**config.mk**
```make
export PLATFORM = sky130hd
export DESIGN_NAME = cla16_result_stage
export DESIGN_NICKNAME = d
export VERILOG_FILES = /design/src/rtl/cla16_result_stage.sv
export SDC_FILE = /design/constraint.sdc
export NUM_CORES = 1
export LEC_CHECK = 0
export BUFFER_PORTS_ARGS = -buffer_cell sky130_fd_sc_hd__buf_2
export CAP_MARGIN = 15
export CORE_MARGIN = 2
export CORE_UTILIZATION = 48
export DETAILED_ROUTE_END_ITERATION = 7
export GPL_TIMING_DRIVEN = 0
export PLACE_DENSITY = 0.74
export SETUP_SLACK_MARGIN = 0.3
export SYNTH_ARGS = -nofsm -noshare
export SYNTH_HDL_FRONTEND = slang
export SYNTH_SLANG_ARGS = --single-unit
```
**constraint.sdc**
```tcl
create_clock -name clk -period 1.3 [get_ports clk]
set_input_delay 0.065 -clock clk [delete_from_list [all_inputs] [get_ports clk]]
set_output_delay 0.065 -clock clk [all_outputs]
set_load 0.05 [all_outputs]
```
**src/rtl/cla16_result_stage.sv**
```systemverilog
// Registered result/status stage behind the 16-bit CLA adder: 2-entry skid buffer
// for {flags, sum}, plus sticky carry/overflow bits and a saturating overflow counter.
module cla16_result_stage #(
  parameter int unsigned W     = 16,
  parameter int unsigned CNT_W = 8
) (
  input  logic             clk,
  input  logic             rst,
  input  logic             in_valid,
  output logic             in_ready,
  input  logic [W-1:0]     in_z,
  input  logic             in_carry,
  input  logic             in_zero,
  input  logic             in_parity,
  input  logic             in_sign,
  input  logic             in_overflow,
  output logic             out_valid,
  input  logic             out_ready,
  output logic [W-1:0]     out_z,
  output logic [4:0]       out_flags,
  output logic             sticky_carry,
  output logic             sticky_ovf,
  output logic [CNT_W-1:0] ovf_count,
  input  logic             clr_sticky
);

  localparam logic [1:0] EMPTY = 2'd0;
  localparam logic [1:0] ONE   = 2'd1;
  localparam logic [1:0] TWO   = 2'd2;

  localparam logic [CNT_W-1:0] CntMax = {CNT_W{1'b1}};

  logic [1:0]   state_q, state_d;
  logic [W+4:0] main_q, main_d;
  logic [W+4:0] skid_q, skid_d;
  logic [W+4:0] in_payload;
  logic         accept, deliver;

  logic             sticky_carry_d, sticky_ovf_d;
  logic [CNT_W-1:0] ovf_count_d;

  assign in_payload = {in_overflow, in_sign, in_parity, in_zero, in_carry, in_z};

  // in_ready comes from the state register only, so out_ready never reaches the producer.
  assign in_ready  = (state_q != TWO);
  assign out_valid = (state_q != EMPTY);
  assign accept    = in_valid & in_ready;
  assign deliver   = out_valid & out_ready;

  assign out_z     = main_q[W-1:0];
  assign out_flags = main_q[W+4:W];

  always_comb begin
    state_d = state_q;
    main_d  = main_q;
    skid_d  = skid_q;
    unique case (state_q)
      EMPTY: begin
        if (accept) begin
          main_d  = in_payload;
          state_d = ONE;
        end
      end
      ONE: begin
        if (accept && deliver) begin
          main_d = in_payload;
        end else if (accept) begin
          skid_d  = in_payload;
          state_d = TWO;
        end else if (deliver) begin
          state_d = EMPTY;
        end
      end
      TWO: begin
        if (deliver) begin
          main_d  = skid_q;
          state_d = ONE;
        end
      end
      default: state_d = EMPTY;
    endcase
  end

  // An accept in the same cycle as clr_sticky still records its own event.
  always_comb begin
    sticky_carry_d = clr_sticky ? 1'b0 : sticky_carry;
    sticky_ovf_d   = clr_sticky ? 1'b0 : sticky_ovf;
    ovf_count_d    = clr_sticky ? '0 : ovf_count;
    if (accept) begin
      if (in_carry) sticky_carry_d = 1'b1;
      if (in_overflow) begin
        sticky_ovf_d = 1'b1;
        if (clr_sticky) begin
          ovf_count_d = CNT_W'(1);
        end else if (ovf_count != CntMax) begin
          ovf_count_d = ovf_count + CNT_W'(1);
        end
      end
    end
  end

  always_ff @(posedge clk) begin
    if (rst) begin
      state_q      <= EMPTY;
      main_q       <= '0;
      skid_q       <= '0;
      sticky_carry <= 1'b0;
      sticky_ovf   <= 1'b0;
      ovf_count    <= '0;
    end else begin
      state_q      <= state_d;
      main_q       <= main_d;
      skid_q       <= skid_d;
      sticky_carry <= sticky_carry_d;
      sticky_ovf   <= sticky_ovf_d;
      ovf_count    <= ovf_count_d;
    end
  end

endmodule
```
* Word-level counts from Yosys, hierarchy flattened
Cells that the tools add are included.
** Operators by class
- Add/subtract/negate cells :: 1
- Multiply operators :: 0
- Div/mod/pow operators :: 0
- $lt $le $gt $ge :: 0
- Equal/unequal tests :: 9
- Shifts and indexed selects :: 0
- Mux-type cells :: 21
- Bitwise gates (word level) :: 3
- Reductions and logical operators :: 7
** Operator list (count)
- two-way mux 21 bit :: 3
- one-hot mux 21 bit (3 select lines) :: 1
- two-way mux 8 bit :: 5
- two-way mux 2 bit :: 5
- inequality test 2 bit (second input constant) :: 5
- adder 8 x 1 -> 8 bit (second input constant) :: 1
- inequality test 8 bit (second input constant) :: 1
- AND reduction 4 bit :: 2
- two-way mux 1 bit :: 6
- one-hot mux 2 bit (3 select lines) :: 1
- inequality test 3 bit (second input constant) :: 1
- AND reduction 3 bit :: 1
- nonzero test 3 bit :: 1
- AND 1 bit :: 2
- equality test 2 x 1 -> 1 bit (second input constant) :: 1
- equality test 2 bit (second input constant) :: 1
- logical NOT 2 bit :: 1
- nonzero test 2 bit :: 1
- logical AND 1 bit :: 1
- inverter 1 bit :: 1
** Storage, ports and cells
- Register bits after elaboration :: 54
- Latch bits :: 0
- RAM bits :: 0
- Bits in read-only memories :: 0
- Bits of input ports :: 26
- Output and inout port bits :: 33
- Logic and storage cells :: 47
- Memories :: 0

* Logic depth before layout (Yosys ltp)
- Depth in word-level cells :: 6
- Gate-level depth with buffers :: 7
- Gate-level depth less buffers :: 5

* Worst setup path after synthesis
No wires, ideal clock.
- Kind :: reg-to-reg
- Start :: reg ovf_count[0]
- End :: reg ovf_count[6]
- Library setup time :: 151 ps
- Arrival time :: 1566 ps
- Required time :: 1149 ps
- Slack :: -417 ps
- Stages on the path, launching flop included :: 6
- Path buffers :: 0
- Clock period less this slack :: 1717 ps
- Cell sequence :: dfxtp_1 -> ha_1 -> nand3_1 -> nor3_4 -> and4b_1 -> a211oi_1
** On the way
- Cells in the longest elaborated chain, start to end :: 5
- Elaborated cells on any way between the ends :: 6
- Those cells by class :: add/sub (1); eq/ne (1); mux (4)
** RTL lines
- start: declaration :: RTL line 23 : output logic [CNT_W-1:0] ovf_count,
- start signal: assignment :: RTL line 116 : ovf_count <= ovf_count_d;
- adder 8 x 1 -> 8 bit / inequality test 8 bit (equally long branches) :: RTL line 96, 95
- two-way mux 8 bit (*) :: RTL line 95 : end else if (ovf_count != CntMax) begin
- two-way mux 8 bit (*) :: RTL line 93 : if (clr_sticky) begin
- two-way mux 8 bit (*) :: RTL line 91 : if (in_overflow) begin
- two-way mux 8 bit (*) :: RTL line 89 : if (accept) begin
Every way passes the cells marked *; elsewhere a longest branch is shown, timed or not.
A chain may end at the register's enable or synchronous reset.

* Worst setup path in the final report
- Start :: reg state_q[1]
- End :: reg ovf_count[5]
** On the way
- Cells in the longest elaborated chain, start to end :: 3
** RTL lines
- start: declaration :: RTL line 33 : logic [1:0] state_q, state_d;
- start signal: assignment :: RTL line 111 : state_q <= state_d;
- inequality test 2 bit :: RTL line 45 : assign in_ready = (state_q != TWO);
- AND 1 bit :: RTL line 47 : assign accept = in_valid & in_ready;
- two-way mux 8 bit :: RTL line 89
No other way between the ends.

==> impl_metrics.csv <==
group,metric,value,unit
synth,ys.flop_type,"dfxtp_1",
timing,worstMarginPinSlew,0.717,ns
timing,skew,0.0135,ns
cts,cts_buffers,5,
outcome,status,"complete, but fails checks",
grt,antenna_found_initial,0,
hold_path,hold_end,"skid_q[12]",
cts,clock_insertion_delay_worst_skew,0.32,ns
timing,worst_slack,-0.118,ns
cts,clockBufferDepth,2,
setup_path,rrSetupSlack,-0.12,ns
setup_path,r2r_end,"ovf_count[5]",
floorplan,initial_core_util,50.7,%
floorplan,die_x,75.1,µm
cts,clkSlewWorstSetupHoldPaths,0.10,ns
placement,dp.cells,406,
setup_path,cp.required,1.51,ns
hold_path,min_from,"in_z[12]",
synth,async_reset_ff_share,0,%
synth,yosys.area.top_type,"dfxtp_1",
synth,syn_inst,281,
route,num_vias,2482,
route,drt_iter0_drc,115,
placement,gp_congestion,0.786,
cts,cts_tree,"yes",
setup_path,start_kind,"flop",
pwr,leakage,1.53,nW
placement,postPlaceCellArea,2990,µm²
route,wl,7570,µm
grt,grt_max_degree,16,
setup_path,path_class,"flop to flop",
final_layout,fin_area,3860,µm²
final_layout,nets,409,
flow_run,maxCapViolCount,0,
grt,grt_first_pass_wirelength,10500,µm
route,firstDrtPassIters,4,
setup_path,worst_r2r_path_depth,6,
final_layout,layout-drive-gt1-share,58.5,%
hold_path,hold_class,"primary input to flop",
placement,pre_cts_ws,-0.0561,ns
cts,htree_levels,2,
hold_path,whs_path_depth,3,
floorplan,die-area,5640,µm²
synth,ys_warn_count,0,
route,via_per_inst,5.52,
pwr,peakVddDrop,638,µV
timing,setup_violations,52,
setup_path,endpoint_kind,"flop",
final_layout,areaGrowthSynthToFinish,59.2,%
placement,dp_hpwl,4040,µm
outcome,violations,"negative setup slack",
synth,ys_types,41,
timing,grt_setup_unrepaired,"true",
floorplan,ios,59,
pwr,power,3.82,mW
timing,period_needed,1.42,ns
route,post_drt_wl_per_cell,16.8,µm
synth,synth-seq-cells,54,
timing,fin_crit_sh,109,%
synth,yosysTopAreaCellShare,44.6,%
route,ant_nets,0,
floorplan,die_h,75.1,µm
setup_path,arrival,1.63,ns
synth,synth_seq_area_share,44.6,%
setup_path,path_max_fanout,6,
setup_path,path_buf_inv,2,
synth,synth_nets,308,
grt,grt_overflow,0,
setup_path,path_delay_family,"simple AND/OR/NAND/NOR gates",
timing,relSlewSlack,52.2,%
timing,holdWs,0.00775,ns
grt,grt_pass1_vias,2264,
cts,clkSinkCount,54,
floorplan,core_area,4790,µm²
final_layout,diodes,0,
pwr,power_density,989,nW/µm²
cts,cts-root-buf,"clkbuf_8",
synth,syn_area,2420,µm²
timing,finalMaxSlewViolations,0,
setup_path,critical_path.max_stage_delay,0.38,ns
grt,grt_use_total,24.9,%
synth,synth_area_leaders,"dfxtp_1 45%, nand2_1 14%, a311oi_2 12%, a21oi_1 5.8%, nor2_1 4.5%",
timing,timing.fmax,0.705,GHz
setup_path,r2r_start,"state_q[1]",
floorplan,rows,25,
synth,synth-edff-count,0,
placement,portBuffers,58,
setup_path,critPathSlowestCell,"dfxtp_4",
setup_path,path_cells,"nor2b_4 -> buf_8 -> buf_6 -> nor3_4 -> nand4_1 -> mux2i_1",
final_layout,stdcell_count,450,
final_layout,final.fill_count,274,
route,route.detailed.drc,0,
synth,avgSynthCellArea,8.63,µm²
timing,hold_violations,0,
report_power, final:
part           internal [mW]  total [mW]  switching, mW  leakage, nW
clock network          0.384       0.922          0.537       0.0395
registers               1.73        1.82         0.0875        0.450
logic                  0.431        1.07          0.642         1.04
Yosys cell counts (2+ instances only):
| master | count |
|---|---|
| nand2_1 | 91 |
| dfxtp_1 | 54 |
| nor2_1 | 29 |
| a21oi_1 | 28 |
| a311oi_2 | 19 |
| buf_4 | 6 |
| buf_2 | 5 |
| clkbuf_1 | 4 |
| nand3_1 | 4 |
| buf_6 | 3 |
| nand4_1 | 3 |
| a311oi_1 | 2 |
| and4_1 | 2 |
| inv_1 | 2 |
| nor3_4 | 2 |
| or2_2 | 2 |
through the flow:
step | util (%) | setup TNS, ns
2_1_floorplan | - | 0
3_3_place_gp | 62.6 | -0.0697
3_5_place_dp | 62.6 | -0.892
4_1_cts | 73.8 | -1.09
5_1_grt | 80.7 | -6.12
6_report | 80.7 | -4.21
cells in the final DEF, fill, tap and decap left out, types with 3 or more instances in the layout:
cell type,count
nor2_2,7
a21oi_1,9
nand2_1,64
nand2_2,23
clkbuf_1,7
nor2_4,11
a21oi_2,19
nor2_1,11
clkbuf_8,5
buf_8,4
buf_4,30
a311oi_2,21
buf_12,5
clkbuf_4,7
dlygate4sd3_1,4
dfxtp_1,43
nand4_1,3
buf_2,27
dfxtp_4,9
buf_6,30
nand2_4,4
logic make-up (layout without fill, tap and decap cells):
group	Yosys count	count (layout)	share of synthesized area, %
adders and majority gates	1	1	0.516
muxes	2	2	0.980
and+or+nand+nor	144	144	26.1
AOI/OAI and AO/OA	59	59	22.5
DFF	54	54	44.6
buffers and inverters	21	123	5.37
worst max-delay path by stage:
stage | startpoint | cells after the start | endpoint
after floorplan | ovf_count[0] | 5 | ovf_count[4]
final | state_q[1] | 6 | ovf_count[5]
after global routing | state_q[1] | 6 | ovf_count[5]
after CTS | state_q[1] | 5 | main_q[12]
after detailed placement | state_q[1] | 5 | main_q[4]
after global placement | state_q[1] | 5 | main_q[10]
metal layers:
layer	routed length (µm)	up-vias	GRT usage (%)
met2	4000	83	45.0
met1	3060	1210	28.8
li1	-	1176	-
met3	365	13	4.95
met5	0	-	0
met4	145	0	9.33
worst register-to-register path: stages, from the launching register on:
cell and delay [ns]:
dfxtp_4 0.38, nor2b_4 0.13, buf_8 0.14, buf_6 0.12, nor3_4 0.20, nand4_1 0.18, mux2i_1 0.16
what timing repair did:
| action | CTS | global route |
|---|---|---|
| hold buffers | 3 | 1 |
| cloned | 3 | 2 |
| resized for setup | 80 | 68 |
| endpoints found under the hold margin | 3 | 1 |
| endpoints found under the setup margin | 75 | 79 |
| setup buffers | 22 | 5 |
| pin swaps | 26 | 11 |
state kept, by name, indices dropped and copies added, names as in the netlist:
register	count
main_q	21
ovf_count	8
sticky_ovf	1
skid_q	21
state_q	2
sticky_carry	1
layout make-up:
class / count / area (µm²) / share of cell area [%]
Inverter: 3 / 18.8 / 0.486
Sequential cell: 54 / 1120 / 28.9
Buffer: 18 / 189 / 4.89
Timing Repair Buffer: 94 / 802 / 20.8
Tap cell: 67 / 83.8 / 2.17
Multi-Input combinational cell: 206 / 1570 / 40.6
Clock buffer: 8 / 80.1 / 2.07
Note: power is estimated with default switching activity, not from simulation.
